File: src/rtl/dic_ram_arbiter.sv
// rtl/dic_ram_arbiter.sv - LZW dictionary RAM owner: init sweep, then read/write arbitration
`timescale 1ns/1ps
module dic_ram_arbiter #(
  parameter int ADDR_W     = 12,
  parameter int DATA_W     = 16,
  parameter int ROOT_CODES = 256
) (
  input  logic              clk,
  input  logic              reset,
  input  logic              StartInit,
  output logic              InitDone,
  output logic              Busy,
  input  logic              RdReq,
  input  logic [ADDR_W-1:0] RdAddr,
  output logic              RdGnt,
  output logic [DATA_W-1:0] RdData,
  output logic              RdValid,
  input  logic              WrReq,
  input  logic [ADDR_W-1:0] WrAddr,
  input  logic [DATA_W-1:0] WrData,
  output logic              WrGnt,
  output logic [ADDR_W-1:0] RamAddr,
  output logic [DATA_W-1:0] RamWrData,
  output logic              RamWe,
  output logic              RamRe,
  input  logic [DATA_W-1:0] RamRdData
);

  typedef enum logic [1:0] {UNINIT = 2'd0, INIT = 2'd1, SERVE = 2'd2} state_t;

  localparam logic [ADDR_W:0] INIT_END = {1'b1, {ADDR_W{1'b0}}};
  localparam logic [ADDR_W:0] ROOT_LIM = (ADDR_W+1)'(ROOT_CODES);

  state_t            state_q, state_d;
  logic [ADDR_W:0]   init_cnt_q, init_cnt_d;
  logic              prio_wr_q, prio_wr_d;
  logic              rd_gnt_q, rd_gnt_d;
  logic              wr_gnt_q, wr_gnt_d;
  logic              rd_pend_q, rd_pend_d;
  logic              rd_valid_q, rd_valid_d;
  logic [DATA_W-1:0] rd_data_q, rd_data_d;
  logic [ADDR_W-1:0] ram_addr_q, ram_addr_d;
  logic [DATA_W-1:0] ram_wr_data_q, ram_wr_data_d;
  logic              ram_we_q, ram_we_d;
  logic              ram_re_q, ram_re_d;
  logic              init_done_q, init_done_d;
  logic              busy_q, busy_d;

  logic              rd_elig, wr_elig;
  logic              sweep_wr;
  logic [ADDR_W:0]   sweep_idx;

  // A requester granted last cycle is still holding Req this cycle, so it is masked once.
  assign rd_elig = RdReq && !rd_gnt_q;
  assign wr_elig = WrReq && !wr_gnt_q;

  always_comb begin
    state_d       = state_q;
    init_cnt_d    = init_cnt_q;
    prio_wr_d     = prio_wr_q;
    rd_gnt_d      = 1'b0;
    wr_gnt_d      = 1'b0;
    ram_we_d      = 1'b0;
    ram_re_d      = 1'b0;
    ram_addr_d    = ram_addr_q;
    ram_wr_data_d = ram_wr_data_q;
    init_done_d   = init_done_q;
    busy_d        = busy_q;
    sweep_wr      = 1'b0;
    sweep_idx     = init_cnt_q;
    rd_pend_d     = rd_gnt_q;
    rd_valid_d    = rd_pend_q;
    rd_data_d     = rd_pend_q ? RamRdData : rd_data_q;

    case (state_q)
      UNINIT: begin
        if (StartInit) begin
          state_d   = INIT;
          busy_d    = 1'b1;
          sweep_wr  = 1'b1;
          sweep_idx = '0;
        end
      end
      INIT: begin
        if (init_cnt_q == INIT_END) begin
          state_d     = SERVE;
          busy_d      = 1'b0;
          init_done_d = 1'b1;
        end else begin
          sweep_wr = 1'b1;
        end
      end
      SERVE: begin
        if (StartInit) begin
          state_d     = INIT;
          busy_d      = 1'b1;
          init_done_d = 1'b0;
          sweep_wr    = 1'b1;
          sweep_idx   = '0;
        end else if (rd_elig && (!wr_elig || !prio_wr_q)) begin
          rd_gnt_d   = 1'b1;
          ram_re_d   = 1'b1;
          ram_addr_d = RdAddr;
          prio_wr_d  = !prio_wr_q;
        end else if (wr_elig) begin
          wr_gnt_d      = 1'b1;
          ram_we_d      = 1'b1;
          ram_addr_d    = WrAddr;
          ram_wr_data_d = WrData;
          prio_wr_d     = !prio_wr_q;
        end
      end
      default: state_d = UNINIT;
    endcase

    // Root codes map to themselves, every other entry is cleared.
    if (sweep_wr) begin
      ram_we_d      = 1'b1;
      ram_addr_d    = sweep_idx[ADDR_W-1:0];
      ram_wr_data_d = (sweep_idx < ROOT_LIM) ? DATA_W'(sweep_idx) : '0;
      init_cnt_d    = sweep_idx + 1'b1;
    end
  end

  always_ff @(posedge clk or negedge reset) begin
    if (!reset) begin
      state_q       <= UNINIT;
      init_cnt_q    <= '0;
      prio_wr_q     <= 1'b0;
      rd_gnt_q      <= 1'b0;
      wr_gnt_q      <= 1'b0;
      rd_pend_q     <= 1'b0;
      rd_valid_q    <= 1'b0;
      rd_data_q     <= '0;
      ram_addr_q    <= '0;
      ram_wr_data_q <= '0;
      ram_we_q      <= 1'b0;
      ram_re_q      <= 1'b0;
      init_done_q   <= 1'b0;
      busy_q        <= 1'b0;
    end else begin
      state_q       <= state_d;
      init_cnt_q    <= init_cnt_d;
      prio_wr_q     <= prio_wr_d;
      rd_gnt_q      <= rd_gnt_d;
      wr_gnt_q      <= wr_gnt_d;
      rd_pend_q     <= rd_pend_d;
      rd_valid_q    <= rd_valid_d;
      rd_data_q     <= rd_data_d;
      ram_addr_q    <= ram_addr_d;
      ram_wr_data_q <= ram_wr_data_d;
      ram_we_q      <= ram_we_d;
      ram_re_q      <= ram_re_d;
      init_done_q   <= init_done_d;
      busy_q        <= busy_d;
    end
  end

  assign InitDone  = init_done_q;
  assign Busy      = busy_q;
  assign RdGnt     = rd_gnt_q;
  assign RdData    = rd_data_q;
  assign RdValid   = rd_valid_q;
  assign WrGnt     = wr_gnt_q;
  assign RamAddr   = ram_addr_q;
  assign RamWrData = ram_wr_data_q;
  assign RamWe     = ram_we_q;
  assign RamRe     = ram_re_q;

endmodule

File: config.mk
export PLATFORM = sky130hd
export DESIGN_NAME = dic_ram_arbiter
export DESIGN_NICKNAME = d
export VERILOG_FILES = /design/src/rtl/dic_ram_arbiter.sv
export SDC_FILE = /design/constraint.sdc
export NUM_CORES = 1
export LEC_CHECK = 0
export CORE_MARGIN = 2
export CORE_UTILIZATION = 24
export CTS_BUF_LIST = sky130_fd_sc_hd__clkbuf_4 sky130_fd_sc_hd__clkbuf_8
export DETAILED_ROUTE_END_ITERATION = 10
export PLACE_DENSITY = 0.51
export SKIP_LAST_GASP = 1
export SLEW_MARGIN = 10
export SYNTH_ARGS = -nofsm -noshare
export SYNTH_HDL_FRONTEND = slang
export SYNTH_SLANG_ARGS = --single-unit
File: constraint.sdc
create_clock -name clk -period 2.95 [get_ports clk]
set_clock_uncertainty 0.2 [all_clocks]
set_input_delay 0.885 -clock clk [delete_from_list [all_inputs] [get_ports clk]]
set_output_delay 0.885 -clock clk [all_outputs]
set_load 0.1 [all_outputs]
Word level (Yosys, flattened, before mapping)
Cells that the tools add are included.

Eq/ne operators: 8. Reductions and logical operators: 22. Order comparisons: 1. Muxes and demuxes: 35. Bitwise gates (word level): 1. Add/sub/neg operators: 1.

Operators by type and width (number): 16-bit two-way mux (5); 12-bit two-way mux (5); 13-bit two-way mux (3); 1-bit two-way mux (16); 13-bit by 1-bit adder with 13-bit output, second input constant (1); 13-bit equality test, second input constant (1); 13-bit by 9-bit < comparator with 1-bit output, second input constant (1); 3-bit AND reduction (4); 2-bit nonzero test (5); 2-bit != test, second input constant (3); 1-bit case mux with 2 select lines (3); 1-bit zero test (4); 2-bit two-way mux (2); 2-bit by 1-bit != test with 1-bit output, second input constant (2); 2-bit case mux with 2 select lines (1); 4-bit AND reduction (1); 1-bit logical AND (3); 3-bit nonzero test (1); 2-bit by 1-bit equality test with 1-bit output, second input constant (1); 2-bit equality test, second input constant (1); 2-bit zero test (1); 2-bit AND reduction (1); 2-bit OR reduction (1); 1-bit logical OR (1); 1-bit NOT (1).

Input bits: 61. Output and inout bits: 51. Register bits after elaboration: 67.

Longest topological paths before layout
Depth after elaboration: 9. Depth in mapped cells: 10.

Least setup slack after synthesis
Ideal clock, no wire load.

Kind: input port to flip-flop. Start point: input port StartInit. End point: register init_cnt_q[8]. Cell stages on the path: 10. Data required time: 2.612 ns. Data arrival time: 2.261 ns. Path buffers: 1. Setup time: 0.138 ns. Setup slack: 0.351 ns. Path through: nand2b_1 clkbuf_1 nand2_1 inv_1 ha_1 nand3_1 or2_2 nor2_1 xnor2_1 nor2_1.

Word-level cells in the longest chain between the ends: 3. Elaborated cells on any way between the ends: 5. Classes of those cells: add/sub: 1; mux: 4.

Ends and longest elaborated chain: start, declared (line 10) `input logic StartInit,`; 13-bit two-way mux (line 77, 94); 13-bit two-way mux; 13-bit by 1-bit adder with 13-bit output (line 121) `init_cnt_d = sweep_idx + 1'b1;`; end signal, assigned (line 143) `init_cnt_q <= init_cnt_d;`; end, declared (line 35) `logic [ADDR_W:0] init_cnt_q, init_cnt_d;`.

Several ways; a longest one is shown, not always the timed one. A chain may end at the register's enable or synchronous reset.

Final worst setup path
Same ends and word-level chain as after synthesis.

==> metrics.md <==
| Metric | Value |
|---|---|
| Final Hold Fails | `0` |
| WL per Instance | `~15 µm` |
| CTS sink cnt | `67` |
| Routed Antenna Nets | `0` |
| Fin Hold WS | `approximately 0.25 ns` |
| Initial antenna violation count | `0` |
| Gate power share | `0.434` |
| Switching fraction of total power | `0.4552` |
| Yosys cell types | `41` |
| Synthesized cell area | `3042 µm²` |
| # DRC | `0` |
| Hold buffer count at CTS | `0` |
| Placed Area | `4368 µm²` |
| Fraction of registers with async set/reset | `1.000` |
| WL final | `between 9 and 10 mm` |
| Clock transition at path regs | `0.07 ns` |
| Routed vias/inst | `around 4.5` |
| Initial DRC count | `~140` |
| Area contributors post-synth | `dfrtp_1 55%, mux2_2 5.9%, nand2_1 5.8%` |
| Register share of total power | `0.338` |
| Crit-path slowest cell | `clkdlybuf4s50_1` |
| Worst Path Required | `approximately 3.0 ns` |
| Seq cells post-synth | `67` |
| Die X | `116.6 µm` |
| Clock share of power | `0.228` |
| N_diodes | `0` |
| Crit end category | `flip-flop` |
| Kind of critical path | `primary input to flip-flop` |
| Util after Layout | `0.3651` |
| Synth warn | `0` |
| Syn Area/Cell | `10.64 µm²` |
| # port buffers | `111` |
| Seq/Total Area, Yosys | `0.5512` |
| Psw | `1575 µW` |
| H-tree Lvls | `3` |
| RSZ-0062 raised after global routing | `false` |
| Critical path buffer and inverter count | `2` |
| Critical path, cell by cell | `clkdlybuf4s50_1, nand2b_1, nand2_1, inv_1, ha_1, nand3_1, or2_2, nor2_1, xnor2_1, nor2_1` |
| CTS Buf Count | `9` |
| Max Slew Vio Count | `0` |
| Critical path data arrival time | `about 2.6 ns` |
| Crit path max-delay family | `simple AND/OR/NAND/NOR gates` |
| Post-Syn Instances | `286` |
| Vias in the first global route | `~2700` |
| Core box area | `12520 µm²` |
| P_int | `between 1500 and 2000 µW` |
| Total power | `between 3000 and 4000 µW` |
| Drt pass-1 iters | `5` |
| Synth-to-Final Area Change | `50.23%` |
| Initial Utilization | `0.2430` |
| Commonest non-fill, non-tap cell in the layout | `buf_4` |
| Hold Path Class | `flip-flop to flip-flop` |
| Largest net degree at the start of global routing | `68` |
| I/O pin total | `between 100 and 150` |
| Nets | `between 400 and 500` |
| Fmax | `between 300 and 400 MHz` |
| Fillers | `1304` |
| Die area | `13590 µm²` |
| Peak supply drop | `around 0.26 mV` |
| Post-DP HPWL | `6.820 mm` |
| Fin area | `between 4000 and 5000 µm²` |
| Ys flop type | `dfrtp_1` |
| Total GRT Usage | `0.1380` |
| Rel. slew slack | `0.5535` |
| Max clock buf depth | `2` |
| DR vias | `between 2000 and 3000` |
| Post-CTS setup buffers | `0` |
| EDFF count, synth | `0` |
| Lkg Pwr | `0.002064 µW` |
| Critical path startpoint category | `primary input` |
| Most frequent cells in the layout | `72 x buf_4, 67 x dfrtp_1, 59 x clkdlybuf4s50_1` |
| CTS tree | `built` |
| Syn_nets | `roughly 350` |
| CP most frequent cell | `nor2_1` |
| PostCTS Resize Cnt | `0` |
| CTS root buf | `clkbuf_8` |
| Placer's final routability congestion estimate | `~0.83` |
| Total gr overflow | `0` |
| Post-synth top area cell | `dfrtp_1` |
| Slew @ Worst Pin | `0.6698 ns` |
| Final period util | `0.8667` |
| First-pass GRT wire length | `approximately 14 mm` |
| Fin crit period | `between 2 and 3 ns` |
| Max stage delay on crit path | `around 0.47 ns` |
| Synth top area share | `0.5512` |
| Maxcap violations | `0` |
| CP max FO | `5` |
| Row count | `41` |
| Die Ht | `116.6 µm` |
| Layout cell share with drive strength beyond 1 | `0.2725` |
| Pwr dens | `between 700 and 800 nW/µm²` |
| Final setup vio count | `0` |
| Status | `finished clean` |
| Skew-Pair Late Insertion Delay | `0.36 ns` |
| Setup TNS | `0 ns` |
logic make-up (layout without fill, tap and decap cells):
group	after synthesis	after routing	synth area share
fa+ha+maj	1	1	0.004113
flops	67	67	0.5512
xor+xnor	8	8	0.02304
compound gates	54	54	0.1333
buf+inv	21	157	0.03003
mux	19	19	0.06911
simple gates	116	116	0.1892
path summary, 6_finish.rpt:
| kind | startpoint | endpoint | slack (ns) | cells past startpoint |
|---|---|---|---|---|
| worst max-delay path | StartInit | init_cnt_q[8] | 0.39 | 10 |
| worst min register to register | RamRe | rd_pend_q | 0.25 | 0 |
| min in group asynchronous | reset | RdData[15] | 0.34 | 2 |
| worst max register to register | init_cnt_q[8] | RamAddr[11] | 0.45 | 6 |
| worst min-delay path | RamRe | rd_pend_q | 0.25 | 0 |
| max in group asynchronous | reset | init_cnt_q[6] | 1.91 | 2 |
cell type report:
type | count | area (µm²) | area share
Timing Repair Buffer | 134 | 1176 | 0.2574
Multi-Input combinational cell | 198 | 1274 | 0.2788
Clock inverter | 6 | 63.81 | 0.01396
Clock buffer | 10 | 137.6 | 0.03012
Sequential cell | 67 | 1677 | 0.3669
Inverter | 7 | 26.28 | 0.005750
Tap cell | 172 | 215.2 | 0.04710
metrics by stage:
stage	worst slack (ns)	instances
3_3_place_gp	0.07572	578
2_1_floorplan	0.3512	286
3_5_place_dp	0.01776	578
5_1_grt	0.2107	594
6_report	0.3932	594
4_1_cts	0.4092	594
routing by layer:
| layer | GRT usage | share of wire | vias up | wire length, µm |
|---|---|---|---|---|
| met4 | 0.05176 | 0.010 | 0 | 91 |
| met1 | 0.1767 | 0.44 | 1299 | 4012 |
| met2 | 0.2116 | 0.47 | 95 | 4284 |
| li1 | - | - | 1275 | - |
| met5 | 0 | 0 | - | 0 |
| met3 | 0.05397 | 0.082 | 9 | 745 |
power groups by stage:
| stage | Sequential, µW | Combinational, µW | Clock, µW |
|---|---|---|---|
| after detailed placement | 1190 | 1520 | 0 |
| final | 1170 | 1500 | 788 |
| after global routing | 1190 | 1580 | 861 |
| after global placement | 1180 | 1510 | 0 |
| after CTS | 1170 | 1520 | 828 |
| after floorplan | 1910 | 329 | 0 |
Yosys cell counts (2+ instances only):
| cell | number |
|---|---|
| mux2i_1 | 3 |
| nor3_1 | 18 |
| nand2_1 | 47 |
| nor2_1 | 15 |
| clkbuf_1 | 11 |
| a21oi_1 | 9 |
| nand2b_1 | 4 |
| a2bb2oi_1 | 4 |
| nor2b_1 | 3 |
| nor3b_1 | 3 |
| xnor2_1 | 6 |
| o22a_1 | 6 |
| inv_1 | 5 |
| mux2_2 | 16 |
| or3b_2 | 2 |
| o32ai_1 | 8 |
| and3_1 | 2 |
| nand3_1 | 8 |
| o311ai_0 | 3 |
| dfrtp_1 | 67 |
| or3_1 | 6 |
| o21a_1 | 14 |
| nor4_1 | 2 |
| o21ai_0 | 6 |
| xor2_1 | 2 |
state kept, by name, indices dropped and copies added, names as in the netlist:
| name | cells |
|---|---|
| init_cnt_q | 13 |
| RamAddr | 12 |
| RamWrData | 16 |
| WrGnt | 1 |
| InitDone | 1 |
| RamRe | 1 |
| Busy | 1 |
| RdData | 16 |
| state_q | 2 |
| RdValid | 1 |
| prio_wr_q | 1 |
| RamWe | 1 |
| rd_pend_q | 1 |
No activity file was read; power rests on OpenSTA's default activity.
